[config.mk]
export PLATFORM = sky130hd
export DESIGN_NAME = priority_decoder_seq
export DESIGN_NICKNAME = d
export VERILOG_FILES = /design/src/rtl/prio_enc_pkg.sv /design/src/rtl/prio_code_to_onehot.sv /design/src/rtl/priority_decoder_seq.sv
export SDC_FILE = /design/constraint.sdc
export NUM_CORES = 1
export LEC_CHECK = 0
export ABC_AREA = 1
export CORE_MARGIN = 5
export CORE_UTILIZATION = 35
export DETAILED_ROUTE_END_ITERATION = 7
export HOLD_SLACK_MARGIN = 0.12
export PLACE_DENSITY_LB_ADDON = 0.2
export RECOVER_POWER = 100
export SYNTH_ARGS = -nofsm -noshare
export SYNTH_HDL_FRONTEND = slang
export SYNTH_HIERARCHICAL = 1
export SYNTH_SLANG_ARGS = --single-unit
export TNS_END_PERCENT = 20
[constraint.sdc]
create_clock -name clk -period 2.3 [get_ports clk]
set_input_delay 0.575 -clock clk [delete_from_list [all_inputs] [get_ports clk]]
set_output_delay 0.575 -clock clk [all_outputs]
set_load 0.02 [all_outputs]
[src/rtl/prio_enc_pkg.sv]
// Shared types and constants for the priority encoder/decoder pair.
package prio_enc_pkg;

  localparam int CODE_W = 2;
  localparam int CNT_W  = 8;

  localparam logic [3:0] D_P3 = 4'b1000;
  localparam logic [3:0] D_P2 = 4'b0100;
  localparam logic [3:0] D_P1 = 4'b0010;
  localparam logic [3:0] D_P0 = 4'b0001;

  typedef enum logic [1:0] {
    IDLE,
    HOLD,
    GAP
  } state_e;

  typedef logic [CODE_W-1:0] code_t;

endpackage

[src/rtl/prio_code_to_onehot.sv]
// Combinational {x,y} -> one-hot map; shared by decoder and loopback checkers.
module prio_code_to_onehot
  import prio_enc_pkg::*;
(
  input  logic [CODE_W-1:0] code,
  output logic [3:0]        onehot
);

  always_comb begin
    case (code)
      2'b11:   onehot = D_P3;
      2'b10:   onehot = D_P2;
      2'b01:   onehot = D_P1;
      default: onehot = D_P0;
    endcase
  end

endmodule

[src/rtl/priority_decoder_seq.sv]
// Sequential priority decoder: turns {x,y,v} codes into timed one-hot strobes.
// Optional sticky malformed-code flag `err` when PRIO_DEC_ERR_EN is defined.
module priority_decoder_seq
  import prio_enc_pkg::*;
#(
  parameter int HOLD_CYCLES = 4,
  parameter int GAP_CYCLES  = 1
) (
  input  logic       clk,
  input  logic       rst_n,
  input  logic       in_valid,
  output logic       in_ready,
  input  logic       x,
  input  logic       y,
  input  logic       v,
  output logic [3:0] d_out,
  output logic       d_valid,
  output logic       busy,
  output logic [7:0] drop_cnt
`ifdef PRIO_DEC_ERR_EN
  ,
  output logic       err
`endif
);

  localparam logic [CNT_W-1:0] HOLD_LD = CNT_W'(HOLD_CYCLES - 1);
  localparam logic [CNT_W-1:0] GAP_LD  = CNT_W'((GAP_CYCLES > 0) ? GAP_CYCLES - 1 : 0);

  state_e           state_q, state_d;
  logic [CNT_W-1:0] cnt_q, cnt_d;
  logic [3:0]       d_out_q, d_out_d;
  logic             pend_valid_q, pend_valid_d;
  code_t            pend_code_q, pend_code_d;
  logic [7:0]       drop_cnt_q, drop_cnt_d;

  code_t      in_code;
  code_t      sel_code;
  logic [3:0] sel_onehot;
  logic       accept;
  logic       acc_code;
  logic       start;
  logic       take_new;
  logic       finish;

  assign in_code  = {x, y};
  assign accept   = in_valid && in_ready;
  assign acc_code = accept && v;
  // A pending code always wins over a fresh one when a strobe slot opens.
  assign sel_code = pend_valid_q ? pend_code_q : in_code;

  prio_code_to_onehot u_onehot (
    .code   (sel_code),
    .onehot (sel_onehot)
  );

  // State register
  always_ff @(posedge clk or negedge rst_n) begin
    if (!rst_n) begin
      state_q      <= IDLE;
      cnt_q        <= '0;
      d_out_q      <= '0;
      pend_valid_q <= 1'b0;
      pend_code_q  <= '0;
      drop_cnt_q   <= '0;
    end else begin
      // NOTE: non-blocking so every flop samples pre-edge values, independent of statement order.
      state_q      <= state_d;
      cnt_q        <= cnt_d;
      d_out_q      <= d_out_d;
      pend_valid_q <= pend_valid_d;
      pend_code_q  <= pend_code_d;
      drop_cnt_q   <= drop_cnt_d;
    end
  end

  // Next-state logic
  always_comb begin
    // NOTE: defaults first so no path leaves a signal unassigned (no latch).
    state_d      = state_q;
    cnt_d        = cnt_q;
    d_out_d      = d_out_q;
    pend_valid_d = pend_valid_q;
    pend_code_d  = pend_code_q;
    start        = 1'b0;
    take_new     = 1'b0;
    finish       = 1'b0;

    case (state_q)
      IDLE: begin
        if (acc_code) begin
          start    = 1'b1;
          take_new = 1'b1;
        end
      end
      HOLD: begin
        if (cnt_q != '0) begin
          cnt_d = cnt_q - 1'b1;
        end else if (GAP_CYCLES > 0) begin
          state_d = GAP;
          cnt_d   = GAP_LD;
          d_out_d = '0;
        end else begin
          finish = 1'b1;
        end
      end
      GAP: begin
        if (cnt_q != '0) begin
          cnt_d = cnt_q - 1'b1;
        end else begin
          finish = 1'b1;
        end
      end
      default: begin
        state_d = IDLE;
        d_out_d = '0;
      end
    endcase

    // End of a strobe slot: chain straight into the next code, if any.
    if (finish) begin
      if (pend_valid_q) begin
        start        = 1'b1;
        pend_valid_d = 1'b0;
      end else if (acc_code) begin
        start    = 1'b1;
        take_new = 1'b1;
      end else begin
        state_d = IDLE;
        d_out_d = '0;
      end
    end

    if (start) begin
      state_d = HOLD;
      cnt_d   = HOLD_LD;
      d_out_d = sel_onehot;
    end

    if (acc_code && !take_new) begin
      pend_valid_d = 1'b1;
      pend_code_d  = in_code;
    end
  end

  always_comb begin
    drop_cnt_d = drop_cnt_q;
    if (accept && !v && (drop_cnt_q != 8'hFF)) begin
      drop_cnt_d = drop_cnt_q + 8'd1;
    end
  end

  // Output logic: all derived from registered state only
  always_comb begin
    in_ready = !pend_valid_q;
    d_valid  = |d_out_q;
    busy     = (state_q != IDLE) || pend_valid_q;
    d_out    = d_out_q;
    drop_cnt = drop_cnt_q;
  end

`ifdef PRIO_DEC_ERR_EN
  logic err_q, err_d;

  assign err_d = err_q || (accept && !v && (in_code != '0));
  assign err   = err_q;

  always_ff @(posedge clk or negedge rst_n) begin
    if (!rst_n) begin
      err_q <= 1'b0;
    end else begin
      err_q <= err_d;
    end
  end
`endif

endmodule
==> results.py <==
metrics = {
    "status": {
        "outcome": "finished clean",
    },
    "yosys": {
        "synth_warnings": 6,
        "syn_area_um2": 1470,
        "ys_seq_area_share_pct": 42.5,
        "synth_seq_cells": 25,
        "synth-xor-area-share_pct": 4.76,
        "synth-adder-area-share_pct": 1.70,
        "synth_top_family_by_area": "simple AND/OR/NAND/NOR gates",
        "synth_cell_type_count": 24,
        "syn_inst": 202,
        "synth_fp_nets": 210,
        "synthMuxAreaShare_pct": 0,
        "avgSynthCellArea_um2": 7.29,
        "synth-simple-area-share_pct": 35.6,
        "synth_compound_area_share_pct": 7.82,
    },
    "timing": {
        "slew-limit-headroom_pct": 8.65,
        "post-route-min-period_ns": 2.17,
        "finalHoldViolCount": 0,
        "fmax_ghz": 0.462,
        "period_share_pct": 94.2,
        "tns_ns": 0,
        "setup-violations-final": 0,
        "worstMarginPinSlew_ns": 1.37,
        "rsz0062_at_grt": "false",
        "maxSlewViolCount": 0,
        "fin_skew_ns": 0.00259,
    },
    "clocking": {
        "cts.path.max_buffers": 2,
        "clkSinkCount": 25,
        "numCtsBuffers": 3,
        "clk_pin_slew_ns": 0.08,
        "clk_latency_ns": 0.27,
        "cts-root-buf": "clkbuf_8",
        "cts_tree": "yes",
        "cts.htree.levels": 1,
        "post_cts_buffers": 0,
        "hold_buffers": 0,
        "postCtsResizedCells": 1,
    },
    "hold_path": {
        "hold_path.class": "register to register",
        "min_from": "d_out[3]$_DFF_PN0_",
    },
    "critical_path": {
        "crit_path_start_kind": "register",
        "critPathArrivalTime_ns": 1.59,
        "crit_fanout": 4,
        "cp-end-kind": "primary output",
        "worstPathRequired_ns": 1.73,
        "max_stage_delay_ns": 0.54,
        "critPathSlowestCell": "clkdlybuf4s50_1",
        "crit_chain": "nor2_1 -> nand2_1 -> clkdlybuf4s50_1",
        "worstReg2RegStart": "cnt_q[0]$_DFFE_PN0P_",
        "startpoint": "state_q[0]$_DFF_PN0_",
        "crit_type": "register to primary output",
    },
    "flow_run": {
        "max_cap_violations": 0,
    },
    "routing": {
        "wire_per_inst_um": 11.0,
        "drt_wl_total_um": 3040,
        "drtIter0Drc": 56,
        "dr.pass1.iters": 4,
        "vias_per_cell": 4.68,
        "vias": 1297,
        "drc_errors": 0,
        "final_antenna_net_count": 0,
    },
    "cells_and_area": {
        "final_cell_mix": "nand2_1 (74), inv_1 (25), dfrtp_1 (25)",
        "antenna_cells": 0,
        "postLayoutCellArea_um2": 1770,
        "n_fill_cell": 434,
        "final_nets": 236,
        "mostFrequentLayoutCell": "nand2_1",
        "drive_above_1_share_pct": 6.17,
        "area_delta_synth_final_pct": 20.5,
    },
    "die": {
        "core.rowCount": 23,
        "ios": 21,
        "die_y_um": 74.9,
        "coreArea_um2": 4030,
        "die_area_um2": 5600,
        "die_w_um": 74.9,
        "floorplan.initialDensity_pct": 36.6,
    },
    "placed_design": {
        "port-buffer-count": 20,
        "place.gp.congestion": 0.825,
        "post_dp_cell_area_um2": 1740,
        "place_hpwl_um": 2270,
    },
    "power_and_ir_drop": {
        "peakVddDrop_v": 0.000394,
        "cellPowerDensity_nw_per_um2": 1220,
        "p_int_mw": 1.16,
        "leakage_nw": 0.954,
        "sequentialPowerShare_pct": 35.5,
        "clkPwrFrac_pct": 11.9,
        "combPwrFrac_pct": 52.6,
        "p_sw_share_pct": 46.4,
        "p_switching_mw": 1.01,
    },
    "global_route": {
        "grt_pass1_vias": 1332,
        "grt_start_max_net_pins": 26,
        "gr-usage-all-layers_pct": 13.2,
        "grt_overflow": 0,
        "grt_pass1_wl_um": 5780,
        "antenna_found_initial": 0,
    },
}
cell usage after synthesis:
master	number	share of area, %
a21oi_1	6	2.0
or4_1	1	0.51
nand3_1	13	4.4
xnor2_1	1	0.59
ha_1	2	1.7
xor2_1	7	4.2
a21oi_2	1	0.59
buf_6	1	0.76
nand3b_1	1	0.51
nand3_4	1	1.2
nand4_1	4	1.7
nor2_1	17	4.3
inv_1	25	6.4
nor3_1	2	0.68
nor2_4	1	0.76
nand2_2	2	0.85
o21bai_2	1	0.76
dfrtp_1	25	42
o21ai_0	10	3.4
nand2_4	1	0.76
nand2_1	73	19
nor2_2	3	1.3
o211ai_1	2	1.0
inv_2	2	0.51
cell families (layout without fill, tap and decap cells):
kind of cell,Yosys count,in the layout
flops,25,25
simple gates,119,119
xor+xnor,8,8
fa+ha+maj,2,2
buf+inv,28,53
compound gates,20,20
flip-flops by register name, indices dropped and copies added (netlist names):
register      cells
cnt_q             8
d_out             4
drop_cnt          8
pend_code_q       2
pend_valid_q      1
state_q           2
layer usage:
layer	track usage, %	vias up	part of all wire [%]	wire (µm)
met5	0	-	0	0
met4	6.13	0	0.79	24
met3	2.14	2	2.7	81
met2	18.6	19	41	1240
met1	19.6	588	56	1700
li1	-	688	-	-
worst max-delay path, delay by kind of cell, from the launching register on:
family,cells,cell delay [ns]
buffers and inverters,1,0.54
flip-flops,1,0.45
AND/OR/NAND/NOR,2,0.33
cell type report:
cell class | count | area (µm²) | area share, %
Multi-Input combinational cell | 149 | 729 | 41.1
Sequential cell | 25 | 626 | 35.3
Timing Repair Buffer | 22 | 210 | 11.8
Inverter | 27 | 101 | 5.71
Tap cell | 50 | 62.6 | 3.53
Clock buffer | 4 | 45.0 | 2.54
power by group through the flow:
stage	logic, mW	registers (mW)	clock network, mW
after detailed placement	1.19	0.780	0
final	1.14	0.770	0.259
after CTS	1.19	0.774	0.274
after global routing	1.33	0.802	0.290
after floorplan	0.763	0.828	0
after global placement	1.19	0.782	0
through the flow:
step	total power, mW	util, %	std cells	hold WS [ns]	worst slack, ns
after floorplan	1.59	-	202	0.279	0.629
after global placement	1.97	43.2	273	0.477	0.292
after detailed placement	1.98	43.2	273	0.482	0.283
after CTS	2.23	44.3	277	0.506	0.117
after global routing	2.42	44.0	277	0.516	0.0191
final	2.17	44.0	277	0.490	0.134
final timing paths:
check                                        to  slack, ns  cells past startpoint
setup / recovery                           busy       0.13                      3
hold / removal               d_out[3]$_DFF_PN0_       0.49                      2
setup reg to reg             d_out[2]$_DFF_PN0_       0.25                      9
hold reg to reg              d_out[3]$_DFF_PN0_       0.49                      2
max in group asynchronous  cnt_q[3]$_DFFE_PN0P_       0.43                      2
min in group asynchronous  cnt_q[7]$_DFFE_PN0P_       1.07                      2
No activity file was read; power rests on OpenSTA's default activity.
==> RTL change, RTL diff (same settings) <==
The option `PRIO_DEC_ERR_EN` is turned on by a define.
--- a/src/rtl/priority_decoder_seq.sv
+++ b/src/rtl/priority_decoder_seq.sv
@@ -1,4 +1,6 @@
 // Sequential priority decoder: turns {x,y,v} codes into timed one-hot strobes.
 // Optional sticky malformed-code flag `err` when PRIO_DEC_ERR_EN is defined.
+`define PRIO_DEC_ERR_EN
+
 module priority_decoder_seq
   import prio_enc_pkg::*;
Check against the original RTL (old outputs only; new: err): equivalent (Yosys induction, for registers that start in step).
==> RTL change against the original RTL <==
- wire length down 6.2%
- total power decreased by 2.2%
- sequential share of layout area up 0.60 points
- count of clock-buffer cells in the layout decreased by 1
- setup slack gained 0.082 ns
- design area is 2.3% higher
- area after synthesis increased by 2.4%
- clock power increased by 49%
- via count fell by 3.6%
- synthesized cell count shrank 3.0%
- sequential cell count increased by 1
- die area increased by 2.1%
- combinational power fell by 15%
==> RTL change: results (changes against the original RTL) <==
----------------------------------------------------
[Pwr]
  Switching power of the nets ... 0.000890 W (was 0.00101 W)
  Peak supply drop ... 0.000453 V (was 0.000394 V)
  Share of total power in sequential cells ... 0.364 (was 0.355)
  Sequential-cell power consumption ... 0.000772 W (was 0.000770 W)
  Relative contribution of the clock network to total power ... 0.181 (was 0.119)
  Leakage Power ... 0.945 nW (was 0.954 nW)

[Placement]
  Placed cell count ... 267 (was 273)
  Number of buffer cells added on primary ports ... 21 (was 20)
  Area after DPL ... 0.00178 mm2 (was 0.00174 mm2)

[Route]
  Average wire per standard cell ... 10.5 um (was 11.0 um)
  Count of vias placed by the detailed router ... 1,250 (was 1,297)
  Violation count after the first detailed-routing iteration ... 48 (was 56)

[Run status]
  Status ... complete, no violations (unchanged)

[STA]
  Pin slew with the least headroom to its limit ... 0.671 ns (was 1.37 ns)
  Maximum operating frequency ... 480 MHz (was 462 MHz)
  Final worst hold slack ... 0.493 ns (was 0.490 ns)

[Critical path]
  Maximum net fanout on the critical path ... 3 (was 4)
  Flop-to-flop setup slack ... 0.35 ns (was 0.25 ns)
  Endpoint arrival time on the critical path ... 1.51 ns (was 1.59 ns)

[Layout]
  Fraction of layout instances using a drive strength above 1 ... 0.0769 (was 0.0617)

[Global route]
  Global-route wire length before repair ... 5.23 mm (was 5.78 mm)
  Pin count of the biggest net entering global routing ... 27 (was 26)
  Overall routing resource usage ... 0.117 (was 0.132)
  M2 GR Usage ... 0.184 (was 0.186)
  Global Route met1 Usage ... 0.166 (was 0.196)
  Via count of the first global-routing pass ... 1,192 (was 1,332)

[Synth]
  Distinct cell type count of the synthesized netlist ... 28 (was 24)
  Top cells by area, synth ... dfrtp_1 43%, nand2_1 15%, inv_1 5.5% (was dfrtp_1 42%, nand2_1 19%, inv_1 6.4%)
  Post-synthesis cell count ... 196 (was 202)
  Leading cell types by count after synthesis ... 61 x nand2_1, 26 x dfrtp_1, 22 x inv_1 (was 73 x nand2_1, 25 x dfrtp_1, 25 x inv_1)
  Post-synthesis sequential area ratio ... 0.432 (was 0.425)

[CTS]
  Clock input transition at the sequential cells of the worst setup and hold paths ... 0.10 ns (was 0.08 ns)

[Worst hold path]
  Hold Path End ... err (was d_out[3])

----------------------------------------------------
==> RTL change: cell count changes after synthesis, sizes merged, moves of 2 or more <==
cell	change
nand2	-9
nor2	+5
o21ai	+4
xor2	-4
a21oi	-3
inv	-3
nand4	-3
xnor2	+3
o211ai	-2
==> RTL change: layout make-up <==
cell class / count / area [um2]
clock buffers: 3 / 41.3
clock inverters: 1 / 30.0
fillers: 419 / 2270
inverters: 25 / 93.8
multi-input cells: 144 / 722
flip-flops and latches: 26 / 651
well taps: 50 / 62.6
repair buffers: 22 / 214
==> RTL change: logic make-up (layout without fill, tap and decap cells) <==
logic type,Yosys count,after routing,share of synthesized area
simple gates,114,114,0.349
flops,26,26,0.432
buf+inv,26,51,0.0697
compound gates,21,21,0.0929
xor+xnor,7,7,0.0407
fa+ha+maj,2,2,0.0166
==> RTL change: per-layer routing <==
metal	vias to the layer above	wire length, um
met5	-	0
met4	0	36
met3	4	118
met2	21	1240
met1	561	1460
li1	664	-
